==> config.mk <==
export PLATFORM = sky130hd
export DESIGN_NAME = uab_rv_mem_loader
export DESIGN_NICKNAME = d
export VERILOG_FILES = /design/src/rtl/uab_rv_mem_loader.sv
export SDC_FILE = /design/constraint.sdc
export NUM_CORES = 1
export LEC_CHECK = 0
export ABC_AREA = 0
export BUFFER_PORTS_ARGS = -buffer_cell sky130_fd_sc_hd__buf_2
export CELL_PAD_IN_SITES_DETAIL_PLACEMENT = 1
export CELL_PAD_IN_SITES_GLOBAL_PLACEMENT = 1
export CORE_MARGIN = 1.5
export CORE_UTILIZATION = 40
export DETAILED_ROUTE_END_ITERATION = 12
export GPL_ROUTABILITY_DRIVEN = 0
export PLACE_DENSITY_LB_ADDON = 0.1
export SYNTH_ARGS = -nofsm -noshare
export SYNTH_HDL_FRONTEND = slang
export SYNTH_SLANG_ARGS = --single-unit
==> constraint.sdc <==
create_clock -name clk -period 6.1 [get_ports clk]
set_input_delay 1.22 -clock clk [delete_from_list [all_inputs] [get_ports clk]]
set_output_delay 1.22 -clock clk [all_outputs]
set_load 0.005 [all_outputs]
==> src/rtl/uab_rv_mem_loader.sv <==
`default_nettype none
// uab_rv_mem_loader -- Avalon-MM master that bulk loads/dumps the 64-bit on-chip RAM
// from/to a valid/ready word stream.  Revision 1.0

module uab_rv_mem_loader #(
  parameter int ADDR_W = 13,
  parameter int DATA_W = 64
) (
  input  logic                clk,
  input  logic                reset_n,
  input  logic                start,
  input  logic                mode,
  input  logic [ADDR_W-1:0]   base_addr,
  input  logic [ADDR_W:0]     word_count,
  output logic                busy,
  output logic                done,
  input  logic                in_valid,
  output logic                in_ready,
  input  logic [DATA_W-1:0]   in_data,
  output logic                out_valid,
  input  logic                out_ready,
  output logic [DATA_W-1:0]   out_data,
  output logic [ADDR_W-1:0]   avm_address,
  output logic [DATA_W/8-1:0] avm_byteenable,
  output logic                avm_chipselect,
  output logic                avm_write,
  output logic [DATA_W-1:0]   avm_writedata,
  output logic                avm_clken,
  input  logic [DATA_W-1:0]   avm_readdata
);

  localparam int BE_W = DATA_W / 8;

  typedef enum logic [2:0] {
    S_IDLE      = 3'd0,
    S_LOAD      = 3'd1,
    S_LOAD_LAST = 3'd2,
    S_RD_ADDR   = 3'd3,
    S_RD_DATA   = 3'd4,
    S_RD_HOLD   = 3'd5,
    S_DONE      = 3'd6
  } state_t;

  state_t              r_state,     w_state_nxt;
  logic [ADDR_W-1:0]   r_addr,      w_addr_nxt;
  logic [ADDR_W:0]     r_rem,       w_rem_nxt;
  logic                r_busy,      w_busy_nxt;
  logic                r_done,      w_done_nxt;
  logic                r_in_ready,  w_in_ready_nxt;
  logic                r_out_valid, w_out_valid_nxt;
  logic [DATA_W-1:0]   r_out_data,  w_out_data_nxt;
  logic                r_cs,        w_cs_nxt;
  logic                r_wr,        w_wr_nxt;
  logic [ADDR_W-1:0]   r_address,   w_address_nxt;
  logic [DATA_W-1:0]   r_wdata,     w_wdata_nxt;
  logic [BE_W-1:0]     r_be;
  logic                r_clken;

  always_comb begin
    w_state_nxt     = r_state;
    w_addr_nxt      = r_addr;
    w_rem_nxt       = r_rem;
    w_busy_nxt      = r_busy;
    w_done_nxt      = 1'b0;
    w_in_ready_nxt  = r_in_ready;
    w_out_valid_nxt = r_out_valid;
    w_out_data_nxt  = r_out_data;
    w_cs_nxt        = 1'b0;
    w_wr_nxt        = 1'b0;
    w_address_nxt   = r_address;
    w_wdata_nxt     = r_wdata;

    case (r_state)
      S_IDLE: begin
        if (start) begin
          w_addr_nxt = base_addr;
          w_rem_nxt  = word_count;
          if (word_count == '0) begin
            w_done_nxt  = 1'b1;
            w_state_nxt = S_DONE;
          end else if (!mode) begin
            w_busy_nxt     = 1'b1;
            w_in_ready_nxt = 1'b1;
            w_state_nxt    = S_LOAD;
          end else begin
            // First read address goes out in the same cycle busy rises.
            w_busy_nxt    = 1'b1;
            w_cs_nxt      = 1'b1;
            w_address_nxt = base_addr;
            w_state_nxt   = S_RD_ADDR;
          end
        end
      end
      S_LOAD: begin
        if (in_valid) begin
          w_cs_nxt      = 1'b1;
          w_wr_nxt      = 1'b1;
          w_address_nxt = r_addr;
          w_wdata_nxt   = in_data;
          w_addr_nxt    = r_addr + ADDR_W'(1);
          w_rem_nxt     = r_rem - (ADDR_W+1)'(1);
          if (r_rem == (ADDR_W+1)'(1)) begin
            w_in_ready_nxt = 1'b0;
            w_state_nxt    = S_LOAD_LAST;
          end
        end
      end
      S_LOAD_LAST: begin
        w_done_nxt  = 1'b1;
        w_busy_nxt  = 1'b0;
        w_state_nxt = S_DONE;
      end
      S_RD_ADDR: begin
        w_state_nxt = S_RD_DATA;
      end
      S_RD_DATA: begin
        w_out_data_nxt  = avm_readdata;
        w_out_valid_nxt = 1'b1;
        w_addr_nxt      = r_addr + ADDR_W'(1);
        w_rem_nxt       = r_rem - (ADDR_W+1)'(1);
        w_state_nxt     = S_RD_HOLD;
      end
      S_RD_HOLD: begin
        if (out_ready) begin
          w_out_valid_nxt = 1'b0;
          if (r_rem != '0) begin
            w_cs_nxt      = 1'b1;
            w_address_nxt = r_addr;
            w_state_nxt   = S_RD_ADDR;
          end else begin
            w_done_nxt  = 1'b1;
            w_busy_nxt  = 1'b0;
            w_state_nxt = S_DONE;
          end
        end
      end
      S_DONE: begin
        w_state_nxt = S_IDLE;
      end
      default: begin
        w_state_nxt = S_IDLE;
      end
    endcase
  end

  always_ff @(posedge clk or negedge reset_n) begin
    if (!reset_n) begin
      r_state     <= S_IDLE;
      r_addr      <= '0;
      r_rem       <= '0;
      r_busy      <= 1'b0;
      r_done      <= 1'b0;
      r_in_ready  <= 1'b0;
      r_out_valid <= 1'b0;
      r_out_data  <= '0;
      r_cs        <= 1'b0;
      r_wr        <= 1'b0;
      r_address   <= '0;
      r_wdata     <= '0;
      r_be        <= '0;
      r_clken     <= 1'b0;
    end else begin
      r_state     <= w_state_nxt;
      r_addr      <= w_addr_nxt;
      r_rem       <= w_rem_nxt;
      r_busy      <= w_busy_nxt;
      r_done      <= w_done_nxt;
      r_in_ready  <= w_in_ready_nxt;
      r_out_valid <= w_out_valid_nxt;
      r_out_data  <= w_out_data_nxt;
      r_cs        <= w_cs_nxt;
      r_wr        <= w_wr_nxt;
      r_address   <= w_address_nxt;
      r_wdata     <= w_wdata_nxt;
      r_be        <= {BE_W{w_cs_nxt}};
      r_clken     <= 1'b1;
    end
  end

  assign busy           = r_busy;
  assign done           = r_done;
  assign in_ready       = r_in_ready;
  assign out_valid      = r_out_valid;
  assign out_data       = r_out_data;
  assign avm_address    = r_address;
  assign avm_byteenable = r_be;
  assign avm_chipselect = r_cs;
  assign avm_write      = r_wr;
  assign avm_writedata  = r_wdata;
  assign avm_clken      = r_clken;

endmodule

`default_nettype wire

==> flow_summary.yaml <==
die:
  ios: 317
  fp.dieW_um: 141
  die-area_um2: 19900
  design.core.area_um2: 18700
  initial_utilization: 0.409
  rows: 50
  die_h_um: 141
place:
  port-buffer-count: 316
  numPlacedInstances: 1120
  place_ws_ns: 2.91
  hpwlAfterDp_um: 17600
route:
  routed_wl_um: 23500
  drt_iter0_drc: 238
  detail_route.wl_per_cell_um: 20.4
  drt_first_pass_iters: 4
  ant_nets: 0
  drc_errors: 0
  viasPerCell: 5.28
  dr_total_vias: 6085
logic_synthesis:
  synth_seq_cells: 178
  syn_nets: 775
  ys_types: 56
  syn_inst: 611
  synth_area_um2: 7640
  synth_edf_count: 0
  ys.flop_type: "dfrtp_1"
  yosysWarnings: 0
  syn_area_per_cell_um2: 12.5
  ys_seq_area_frac: 0.583
  synthArstFlopShare: 1.00
timing:
  rsz0062_at_grt: "false"
  post-route-min-period_ns: 3.04
  setup_tns_ns: 0
  fin_hold_ws_ns: 0.480
  skew_ns: 0.00941
  finalHoldViolCount: 0
  report.final.slew_viol_count: 0
  setup_viol: 0
  relSlewSlack: 0.334
  setup_slack_ns: 3.06
  fin_crit_sh: 0.498
  worstMarginPinSlew_ns: 0.995
  timing.fmax_mhz: 329
finish:
  drive_above_1_share: 0.545
  layout_common_cells: "315 x buf_2, 178 x dfrtp_1, 128 x mux2_2"
  area_growth_pct: 30.3
  final_net_count: 1069
  final_common_cell: "buf_2"
  finalNonFillerCells: 1153
setup_path:
  setup.worst_path.end_class: "register"
  worst-setup-path-type: "register to register"
  critPathLaunchType: "register"
  required_ns: 6.40
  crit_fanout: 65
  arrival_ns: 3.34
global_route:
  grt_max_degree: 70
  first_global_vias: 6297
  overflow: 0
  grt_pass1_wl_um: 35900
  grt_antenna_before_repair: 3
  grt_use_total: 0.236
min_path:
  min_path_type: "register to register"
cts:
  max-clock-path-buffers: 2
  cts_buffers: 17
  cts_root_buf: "clkbuf_16"
  cts_tree: "built"
  clkLatencyLatePin_ns: 0.43
  ctsResizeCount: 0
  ctsHoldBuffers: 0
  cts_setup_buffers: 0
  cts_sinks: 178
  htreeDepth: 4
  clk_pin_slew_ns: 0.07
power:
  powerDensity_nw_per_um2: 565
  p_leak_nw: 4.76
  peakVddDrop_v: 0.000254
run:
  cap_violations: 0
outcome:
  status: "complete, no violations"
[kinds of logic after synthesis]
family | count (synthesis) | share of synthesized area
flops | 178 | 0.583
buf+inv | 56 | 0.0340
xor+xnor | 1 | 0.00115
other cells | 1 | 0.000491
mux | 143 | 0.208
compound gates | 111 | 0.0874
fa+ha+maj | 3 | 0.00491
simple gates | 118 | 0.0810
[metrics by stage]
step                utilization  total power, W  instance area, µm²
floorplan                     -         0.00356                7640
global placement          0.500         0.00442                9360
detailed placement        0.500         0.00457                9360
CTS                       0.532         0.00569                9960
global route              0.533         0.00601                9960
finish                    0.533         0.00563                9960
[power breakdown]
part           switching, W  leakage (nW)  internal (W)
Sequential         0.000382          2.11       0.00178
Clock              0.000480         0.279      0.000621
Combinational       0.00119          2.38       0.00118
[final timing paths]
path	endpoint	slack, ns	cells after the start	startpoint
worst max-delay path	avm_writedata[35]$_DFFE_PN0P_	3.06	4	r_state[1]$_DFFE_PN0P_
worst min-delay path	out_valid$_DFFE_PN0P_	0.48	1	out_valid$_DFFE_PN0P_
worst max register to register	avm_writedata[35]$_DFFE_PN0P_	3.06	4	r_state[1]$_DFFE_PN0P_
worst min register to register	out_valid$_DFFE_PN0P_	0.48	1	out_valid$_DFFE_PN0P_
max in group asynchronous	out_data[58]$_DFFE_PN0P_	4.03	2	reset_n
min in group asynchronous	r_rem[5]$_DFFE_PN0P_	0.74	1	reset_n
[sequential cells by signal, summed over array words and instances (netlist names)]
signal,cells
r_addr,13
avm_address,13
busy,1
out_valid,1
in_ready,1
avm_clken,1
avm_byteenable,1
out_data,64
avm_writedata,64
r_state,3
avm_write,1
r_rem,14
done,1
[synth_stat cells (3+ instances only)]
cell type	number	area (µm²)
dfrtp_1	178	4450
nor2_1	24	90.1
buf_2	13	65.1
o21a_1	3	22.5
or2_2	4	25.0
a31oi_1	6	37.5
nand3_1	29	145
mux2_2	128	1440
a31o_2	5	43.8
clkbuf_1	24	90.1
and3_1	4	25.0
or3_1	3	18.8
a22oi_1	3	22.5
a21oi_1	29	145
nand2_1	22	82.6
inv_1	8	30.0
o21ai_0	38	190
mux2i_1	15	150
a2bb2oi_1	3	26.3
o22ai_1	6	37.5
buf_4	9	67.6
nor4_1	5	31.3
ha_1	3	37.5
o2bb2ai_1	3	26.3
nor3_1	6	30.0
[routing by layer]
metal	up-vias	routed length, µm	GRT usage
li1	2770	-	-
met5	-	13	0
met4	2	652	0.0861
met3	42	1400	0.0618
met1	3072	9260	0.280
met2	199	12100	0.413
[worst max-delay path: stages (launching register included)]
cell     delay [ns]
dfrtp_1        0.58
nor2b_2        0.86
and3b_2        0.35
buf_4          0.63
mux2_2         0.42
[area by class of cell]
type / count / area, µm²
Multi-Input combinational cell: 377 / 2940
Inverter: 8 / 30.0
Clock inverter: 12 / 151
Clock buffer: 19 / 443
Antenna cell: 2 / 5.00
Tap cell: 234 / 293
Sequential cell: 178 / 4450
Fill cell: 2076 / 8740
Timing Repair Buffer: 323 / 1640
Power figures use the tool's default switching activity.
